==> src/rtl/alu_ctrl_pkg.sv <==
// Shared constants for the ALU control block: operation codes, ALUOp classes,
// R-type function fields and the multiply FSM state encoding.
package alu_ctrl_pkg;

  // ALU operation codes driven to the datapath
  localparam logic [3:0] OP_AND     = 4'b0000;
  localparam logic [3:0] OP_OR      = 4'b0001;
  localparam logic [3:0] OP_NOR     = 4'b0010;
  localparam logic [3:0] OP_ADD     = 4'b0011;
  localparam logic [3:0] OP_MOV     = 4'b0100;
  localparam logic [3:0] OP_SQU     = 4'b0101;
  localparam logic [3:0] OP_MULT    = 4'b0110;
  localparam logic [3:0] OP_INVALID = 4'b1001;

  // ALUOp classes from the main control unit
  localparam logic [2:0] ALUOP_MOV   = 3'b001;
  localparam logic [2:0] ALUOP_SQU   = 3'b010;
  localparam logic [2:0] ALUOP_ADDI  = 3'b100;
  localparam logic [2:0] ALUOP_ORI   = 3'b101;
  localparam logic [2:0] ALUOP_RTYPE = 3'b111;

  // R-type function fields
  localparam logic [5:0] FUNC_ADD  = 6'b100000;
  localparam logic [5:0] FUNC_AND  = 6'b100100;
  localparam logic [5:0] FUNC_MULT = 6'b100101;
  localparam logic [5:0] FUNC_NOR  = 6'b100111;

  // Multiply sequencer states
  typedef enum logic [1:0] {
    S_IDLE = 2'd0,
    S_RUN  = 2'd1,
    S_DONE = 2'd2
  } state_t;

endpackage

==> src/rtl/alu_op_decoder.sv <==
// Combinational ALUOp/function decode into the 4-bit ALU operation code,
// plus the flag marking operations that need the iterative multiplier.
module alu_op_decoder
  import alu_ctrl_pkg::*;
(
  input  logic [2:0] i_alu_op,
  input  logic [5:0] i_func,
  output logic [3:0] o_alu_operation,
  output logic       o_multicycle
);

  // Wildcard decode; class-only ops ignore the function field
  always_comb begin
    o_alu_operation = OP_INVALID;
    casez ({i_alu_op, i_func})
      {ALUOP_RTYPE, FUNC_AND}:  o_alu_operation = OP_AND;
      {ALUOP_RTYPE, FUNC_NOR}:  o_alu_operation = OP_NOR;
      {ALUOP_RTYPE, FUNC_ADD}:  o_alu_operation = OP_ADD;
      {ALUOP_RTYPE, FUNC_MULT}: o_alu_operation = OP_MULT;
      {ALUOP_ADDI,  6'b??????}: o_alu_operation = OP_ADD;
      {ALUOP_ORI,   6'b??????}: o_alu_operation = OP_OR;
      {ALUOP_MOV,   6'b??????}: o_alu_operation = OP_MOV;
      {ALUOP_SQU,   6'b??????}: o_alu_operation = OP_SQU;
      default:                  o_alu_operation = OP_INVALID;
    endcase
  end

  assign o_multicycle = (o_alu_operation == OP_SQU) || (o_alu_operation == OP_MULT);

endmodule

==> src/rtl/alu_multicycle_ctrl.sv <==
// ALU control with iterative shift-add multiplier for MULT and SQU.
// Retires STEP_BITS multiplier bits per cycle; DATA_WIDTH/STEP_BITS RUN cycles.
// Optional: define ALU_SIGNED_MUL_EN for two's-complement operands
// (magnitudes are multiplied, result negated on the output load path).
module alu_multicycle_ctrl
  import alu_ctrl_pkg::*;
#(
  parameter int DATA_WIDTH = 32,
  parameter int STEP_BITS  = 1
) (
  input  logic                  clk,
  input  logic                  reset,
  input  logic [2:0]            ALUOp,
  input  logic [5:0]            ALUFunction,
  input  logic                  start_i,
  input  logic                  flush_i,
  input  logic [DATA_WIDTH-1:0] a_i,
  input  logic [DATA_WIDTH-1:0] b_i,
  output logic [3:0]            alu_operation_o,
  output logic                  multicycle_o,
  output logic                  busy_o,
  output logic                  stall_o,
  output logic                  done_o,
  output logic [DATA_WIDTH-1:0] product_hi_o,
  output logic [DATA_WIDTH-1:0] product_lo_o
);

  localparam int N     = DATA_WIDTH / STEP_BITS;
  localparam int CNT_W = $clog2(N + 1);
  localparam int PW    = 2 * DATA_WIDTH;

  logic [3:0]            w_alu_op;
  logic                  w_multicycle;
  logic                  w_accept;
  logic                  w_is_squ;
  logic [DATA_WIDTH-1:0] w_mag_a;
  logic [DATA_WIDTH-1:0] w_mag_b;
  logic [PW-1:0]         w_partial;
  logic [PW-1:0]         w_acc_nxt;
  logic [PW-1:0]         w_result;

  state_t                r_state;
  logic [PW-1:0]         r_a;     // multiplicand, shifts left into the upper half
  logic [DATA_WIDTH-1:0] r_b;     // multiplier, consumed from the LSB end
  logic [PW-1:0]         r_acc;
  logic [CNT_W-1:0]      r_cnt;
  logic [DATA_WIDTH-1:0] r_hi;
  logic [DATA_WIDTH-1:0] r_lo;

  alu_op_decoder u_dec (
    .i_alu_op        (ALUOp),
    .i_func          (ALUFunction),
    .o_alu_operation (w_alu_op),
    .o_multicycle    (w_multicycle)
  );

  assign alu_operation_o = w_alu_op;
  assign multicycle_o    = w_multicycle;
  assign w_is_squ        = (w_alu_op == OP_SQU);
  // Flush beats start in IDLE; single-cycle ops never enter the sequencer
  assign w_accept        = (r_state == S_IDLE) && start_i && w_multicycle && !flush_i;

`ifdef ALU_SIGNED_MUL_EN
  logic w_neg;
  logic r_neg;

  // Magnitude of the most negative value still fits DATA_WIDTH unsigned bits
  assign w_mag_a  = a_i[DATA_WIDTH-1] ? -a_i : a_i;
  assign w_mag_b  = b_i[DATA_WIDTH-1] ? -b_i : b_i;
  assign w_neg    = w_is_squ ? 1'b0 : (a_i[DATA_WIDTH-1] ^ b_i[DATA_WIDTH-1]);
  assign w_result = r_neg ? -w_acc_nxt : w_acc_nxt;

  // Result sign captured alongside the operands
  always_ff @(posedge clk or posedge reset) begin
    if (reset)         r_neg <= 1'b0;
    else if (w_accept) r_neg <= w_neg;
  end
`else
  assign w_mag_a  = a_i;
  assign w_mag_b  = b_i;
  assign w_result = w_acc_nxt;
`endif

  // Partial product for the STEP_BITS low multiplier bits
  always_comb begin
    w_partial = '0;
    for (int k = 0; k < STEP_BITS; k++) begin
      if (r_b[k]) w_partial = w_partial + (r_a << k);
    end
  end

  assign w_acc_nxt = r_acc + w_partial;

  // Sequencer FSM with operand/accumulator datapath and product registers
  always_ff @(posedge clk or posedge reset) begin
    if (reset) begin
      r_state <= S_IDLE;
      r_a     <= '0;
      r_b     <= '0;
      r_acc   <= '0;
      r_cnt   <= '0;
      r_hi    <= '0;
      r_lo    <= '0;
    end else begin
      case (r_state)
        S_IDLE: begin
          if (w_accept) begin
            r_a     <= {{DATA_WIDTH{1'b0}}, w_mag_a};
            r_b     <= w_is_squ ? w_mag_a : w_mag_b;
            r_acc   <= '0;
            r_cnt   <= CNT_W'(N);
            r_state <= S_RUN;
          end
        end
        S_RUN: begin
          if (flush_i) begin
            r_state <= S_IDLE;
          end else begin
            r_acc <= w_acc_nxt;
            r_a   <= r_a << STEP_BITS;
            r_b   <= r_b >> STEP_BITS;
            r_cnt <= r_cnt - CNT_W'(1);
            if (r_cnt == CNT_W'(1)) begin
              {r_hi, r_lo} <= w_result;
              r_state      <= S_DONE;
            end
          end
        end
        S_DONE:  r_state <= S_IDLE;
        default: r_state <= S_IDLE;
      endcase
    end
  end

  assign busy_o       = (r_state == S_RUN);
  assign stall_o      = (r_state == S_RUN);
  assign done_o       = (r_state == S_DONE);
  assign product_hi_o = r_hi;
  assign product_lo_o = r_lo;

endmodule

==> config.mk <==
export PLATFORM = sky130hd
export DESIGN_NAME = alu_multicycle_ctrl
export DESIGN_NICKNAME = d
export VERILOG_FILES = /design/src/rtl/alu_ctrl_pkg.sv /design/src/rtl/alu_op_decoder.sv /design/src/rtl/alu_multicycle_ctrl.sv
export SDC_FILE = /design/constraint.sdc
export NUM_CORES = 1
export LEC_CHECK = 0
export BUFFER_PORTS_ARGS = -buffer_cell sky130_fd_sc_hd__buf_2
export CORE_MARGIN = 10
export CORE_UTILIZATION = 55
export DETAILED_ROUTE_END_ITERATION = 6
export GPL_TIMING_DRIVEN = 0
export PLACE_DENSITY_LB_ADDON = 0.08
export SLEW_MARGIN = 5
export SYNTH_ARGS = -nofsm -noshare
export SYNTH_HDL_FRONTEND = slang
export SYNTH_SLANG_ARGS = --single-unit
==> constraint.sdc <==
create_clock -name clk -period 11.8 [get_ports clk]
set_input_delay 3.54 -clock clk [delete_from_list [all_inputs] [get_ports clk]]
set_output_delay 3.54 -clock clk [all_outputs]
set_load 0.02 [all_outputs]
Word level (Yosys, flattened, before mapping)
Index checks and enable logic that the tools add are counted.

Bits in registers: 232. Input bits: 77.

$add $sub $neg: 2. Equal/unequal tests: 16. Muxes and demuxes: 19. Bitwise gates (word level): 1. Reductions and logical operators: 11.

Operator list (number): $mux 64 (5); $pmux 64 s2 (2); $mux 32 (3); $add 64x64->64 (1); $pmux 32 s2 (1); $eq 9x9->1 const B (4); $pmux 4 s7 (1); $mux 6 (2); $pmux 6 s2 (1); $eq 4x3->1 const B (2); $eq 3x3->1 const B (2); $eq 6x1->1 const B (1); $mux 2 (3); $reduce_and 3->1 (2); $sub 6x1->6 const B (1); $ne 2x2->1 const B (2); $pmux 2 s2 (1); $eq 3x1->1 const B (1); $eq 3x2->1 const B (1); $logic_and 1x1->1 (3); $ne 3x2->1 const B (1); $eq 2x1->1 const B (1); $eq 2x2->1 const B (1); $logic_not 2->1 (1); 6 further kinds (6).

Longest topological paths before layout
Depth after elaboration: 9. Gate-level depth with buffers: 16. Mapped depth without buffers: 13.

Modules after synthesis
From an unflattened synthesis, not the netlist that was laid out.

Cells, all modules: 1614. Area, all modules: 13844.5 µm².

By module, submodules not included: alu_multicycle_ctrl (times used 1, cells an instance 1594, area an instance 13699.4 µm², seq. area each 5805.6 µm²); alu_op_decoder (times used 1, cells an instance 20, area an instance 145.1 µm², seq. area each 0.0 µm²).

Worst setup path before layout
No wires, ideal clock.

Kind: in2out. From: input ALUFunction[3]. To: output alu_operation_o[2]. Arrival: 4.553 ns. Data required time: 8.260 ns. Path slack: 3.707 ns. Cell stages on the path: 3. Buffers on the path: 0. Cell sequence: nor4bb_1 > nand3_1 > o21ai_0.

Cells in the longest elaborated chain, start to end: 3. Elaborated cells between the ends (all ways): 6. Classes of those cells: eq/ne: 4; mux: 1; reduce/logical: 1.

Ends and longest elaborated chain: start: declaration (RTL line alu_multicycle_ctrl.sv:14) `input logic [5:0] ALUFunction,`; $eq 9x9->1 (RTL line alu_op_decoder.sv:15) `casez ({i_alu_op, i_func})`; $reduce_or 2->1 (no source line); $pmux 4 s7 * (RTL line alu_op_decoder.sv:15); end: declaration (RTL line alu_multicycle_ctrl.sv:19) `output logic [3:0] alu_operation_o,`.

Every way passes the cells marked *; elsewhere a longest branch is shown, timed or not.

Worst setup path after layout
From: input ALUFunction[3]. To: output multicycle_o.

Cells in the longest elaborated chain, start to end: 5. Elaborated cells between the ends (all ways): 9. Classes of those cells: eq/ne: 6; mux: 1; reduce/logical: 2.

Ends and longest elaborated chain: $eq 9x9->1 (RTL line alu_op_decoder.sv:15); $reduce_or 2->1 (no source line); $pmux 4 s7 * (RTL line alu_op_decoder.sv:15); $eq 4x3->1 (RTL line alu_op_decoder.sv:28) `assign o_multicycle = (o_alu_operation == OP_SQU) || (o_alu_operation == OP_MULT);`; $logic_or 1x1->1 * (RTL line alu_op_decoder.sv:28); end: declaration (RTL line alu_multicycle_ctrl.sv:20) `output logic multicycle_o,`.

Marked as above.

==> impl_metrics.json <==
{
  "grt-ovfl-total": 0,
  "slew-limit-headroom": 0.1753,
  "intPower_uw": 1618,
  "drtAntennaViolNets": 0,
  "cp.required_ps": 8260,
  "grt_max_degree": 99,
  "ys_seq_elements": 232,
  "core_area_um2": 25040,
  "ff2ff_path_depth": 16,
  "synth_cell_type_count": 75,
  "drt-initial-drc-count": 1053,
  "ios": 149,
  "async_flop_share": 1.000,
  "mappedNetlistArea_um2": 13910,
  "switching_share": 0.2904,
  "io_buffers": 148,
  "dp_hpwl_um": 30830,
  "path_buf_inv": 2,
  "hold_path_end": "product_hi_o[12]",
  "max_freq_mhz": 121.4,
  "track_usage": 0.2497,
  "drc": 0,
  "grt_pass1_wl_um": 64450,
  "die_h_um": 179.0,
  "n_fill_cell": 2174,
  "antenna_cells": 0,
  "hp-class": "register to register",
  "setup_viol": 0,
  "worst_path_max_delay_cell": "nor4bb_1",
  "crit_path_start_kind": "input pin",
  "r2r_setup_slack_ps": 7110,
  "cpPeakStageDelay_ps": 350,
  "cts_made_buffers": 26,
  "clockRootBuffer": "clkbuf_16",
  "finalPower_uw": 2280,
  "wl_per_cell_um": 19.24,
  "postCtsSetupBuffers": 0,
  "worstPathCellList": "buf_2 -> nor4bb_1 -> nand3_1 -> o21bai_1 -> buf_2",
  "peakVddDrop_mv": 0.1097,
  "skew_ps": 10.37,
  "status": "finished clean",
  "ys_seq_area_frac": 0.4173,
  "combPwrFrac": 0.182,
  "die_x_um": 179.0,
  "fin_util": 0.6430,
  "die_area_um2": 32060,
  "insertion_delay_ps": 530,
  "htree_levels": 1,
  "path_class": "input pin to output pin",
  "rsz0062_at_grt": "false",
  "crit_fanout": 5,
  "grt_pass1_vias": 12079,
  "drtPass1Iterations": 5,
  "p_leak_uw": 0.008267,
  "r2r-end": "product_hi_o[14]",
  "reg2reg_from": "r_b[0]",
  "nets": 1897,
  "totalWireLength_um": 40460,
  "slew_violations": 0,
  "post-route-period-util": 0.6982,
  "ctsResizeCount": 0,
  "arrival_ps": 4700,
  "pwr-share-seq": 0.420,
  "path_common_cell": "buf_2",
  "clk_pin_slew_ps": 60,
  "clock_sinks": 232,
  "ys_warn_count": 0,
  "synth_nets": 1719,
  "final_cell_mix": "316 x nand2_1, 232 x dfrtp_1, 152 x buf_2, 146 x o21ai_0, 113 x a21oi_1",
  "drive_gt1_frac": 0.1387,
  "synth_ff_type": "dfrtp_1",
  "vias": 12044,
  "cp-end-kind": "output pin",
  "finalHoldViolations": 0,
  "antenna_found_initial": 0,
  "finalWeightedCongestion": 0.9344,
  "area_growth_pct": 15.71,
  "worstHoldStart": "product_hi_o[12]",
  "via_per_inst": 5.727,
  "power.share.clock": 0.398,
  "worstMarginPinSlew_ps": 1224,
  "cap_viol_max_count": 0,
  "fin_hold_ws_ps": 466.5,
  "clockBufferDepth": 3,
  "synth-edff-count": 0,
  "cp_top_family": "simple AND/OR/NAND/NOR gates",
  "postCtsHoldBufs": 0,
  "cts_tree": "built",
  "syn_inst": 1576,
  "rows": 58,
  "start_util": 0.5557,
  "hold_depth": 2,
  "layout_commonest_cell": "nand2_1",
  "power_density_nw_per_um2": 141.6,
  "period_minus_slack_ps": 8239,
  "syn_area_per_cell_um2": 8.827,
  "netSwitchingPower_uw": 662.0
}
synth_stat cells, drive strengths merged, types with 4 or more instances:
cell type / number / area share
a22o: 62 / 0.039
a31oi: 10 / 0.0054
o31ai: 11 / 0.0073
mux2i: 64 / 0.046
a21o: 34 / 0.018
nand3: 21 / 0.0079
or3: 4 / 0.0019
o211ai: 6 / 0.0040
mux2: 18 / 0.015
xor2: 31 / 0.020
xnor2: 32 / 0.020
nand2: 316 / 0.085
dfrtp: 232 / 0.42
a21oi: 116 / 0.043
o21ai: 149 / 0.054
ha: 65 / 0.058
clkbuf: 88 / 0.024
nand2b: 4 / 0.0018
nor3: 12 / 0.0043
o21bai: 19 / 0.010
inv: 22 / 0.0059
nor2b: 6 / 0.0027
and4: 5 / 0.0033
nor2: 81 / 0.022
and2: 68 / 0.031
and3: 9 / 0.0044
buf: 16 / 0.0055
o21a: 5 / 0.0027
nand4: 27 / 0.012
a41oi: 4 / 0.0025
through the flow:
step	TNS, ps	setup WS [ps]	std cells	cell area [µm²]
final	0	3561	2103	16100
after global routing	0	3427	2103	16100
after CTS	0	3595	2103	16100
after detailed placement	0	3596	2056	15130
after global placement	-166390	-740.1	2054	15070
after floorplan	0	1899	1576	13910
worst max-delay path by stage:
stage / from / endpoint / slack (ps) / depth (start not counted)
CTS: ALUFunction[3] / multicycle_o / 3600 / 5
global route: ALUOp[1] / multicycle_o / 3430 / 5
finish: ALUFunction[3] / multicycle_o / 3560 / 5
global placement: reset / r_b[2] / -740 / 2
detailed placement: ALUFunction[3] / multicycle_o / 3600 / 5
floorplan: reset / product_hi_o[0] / 1900 / 1
worst reg2reg max path, stage by stage (launching register included):
cell and delay, ps:
dfrtp_1 400, clkbuf_1 290, clkbuf_1 270, and2_1 180
ha_1 220, fa_1 430, a21oi_2 220, o211ai_2 130
a31oi_2 380, o21ai_1 240, a21oi_1 460, o21ai_2 170
a31oi_2 410, nor2b_1 170, buf_2 210, xnor2_1 120
mux2_2 280
sequential cells by signal, indices dropped and copies added (netlist names):
signal        count
r_a              64
r_acc            64
product_hi_o     32
product_lo_o     32
r_b              32
r_cnt             6
r_state           2
layer usage:
layer / track usage / wire [µm]
met5: 0 / 0
met4: 0.06717 / 965
met3: 0.04339 / 2634
met2: 0.3901 / 18250
met1: 0.3506 / 18610
power by group through the flow:
stage               clock (µW)  sequential [µW]  combinational (µW)
finish                     908              957                 414
CTS                        922              956                 415
global route               954              968                 472
floorplan                    0              950                 301
global placement             0              966                 399
detailed placement           0              968                 412
logic make-up after synthesis:
| group | synth area share |
|---|---|
| compound gates | 0.2044 |
| simple gates | 0.1827 |
| flops | 0.4173 |
| fa+ha+maj | 0.05990 |
| mux | 0.06089 |
| xor+xnor | 0.03966 |
| buf+inv | 0.03517 |
cell type report:
cell class | count | area (µm²) | share of cell area
timing repair buffer | 150 | 795.8 | 0.04943
sequential | 232 | 5806 | 0.3606
inverter | 22 | 90.09 | 0.005596
tap | 330 | 412.9 | 0.02565
clock inverter | 11 | 180.2 | 0.01119
multi-input combinational | 1218 | 7617 | 0.4732
clock buffer | 36 | 789.5 | 0.04904
buffer | 104 | 406.6 | 0.02526
No activity file was read; power rests on OpenSTA's default activity.
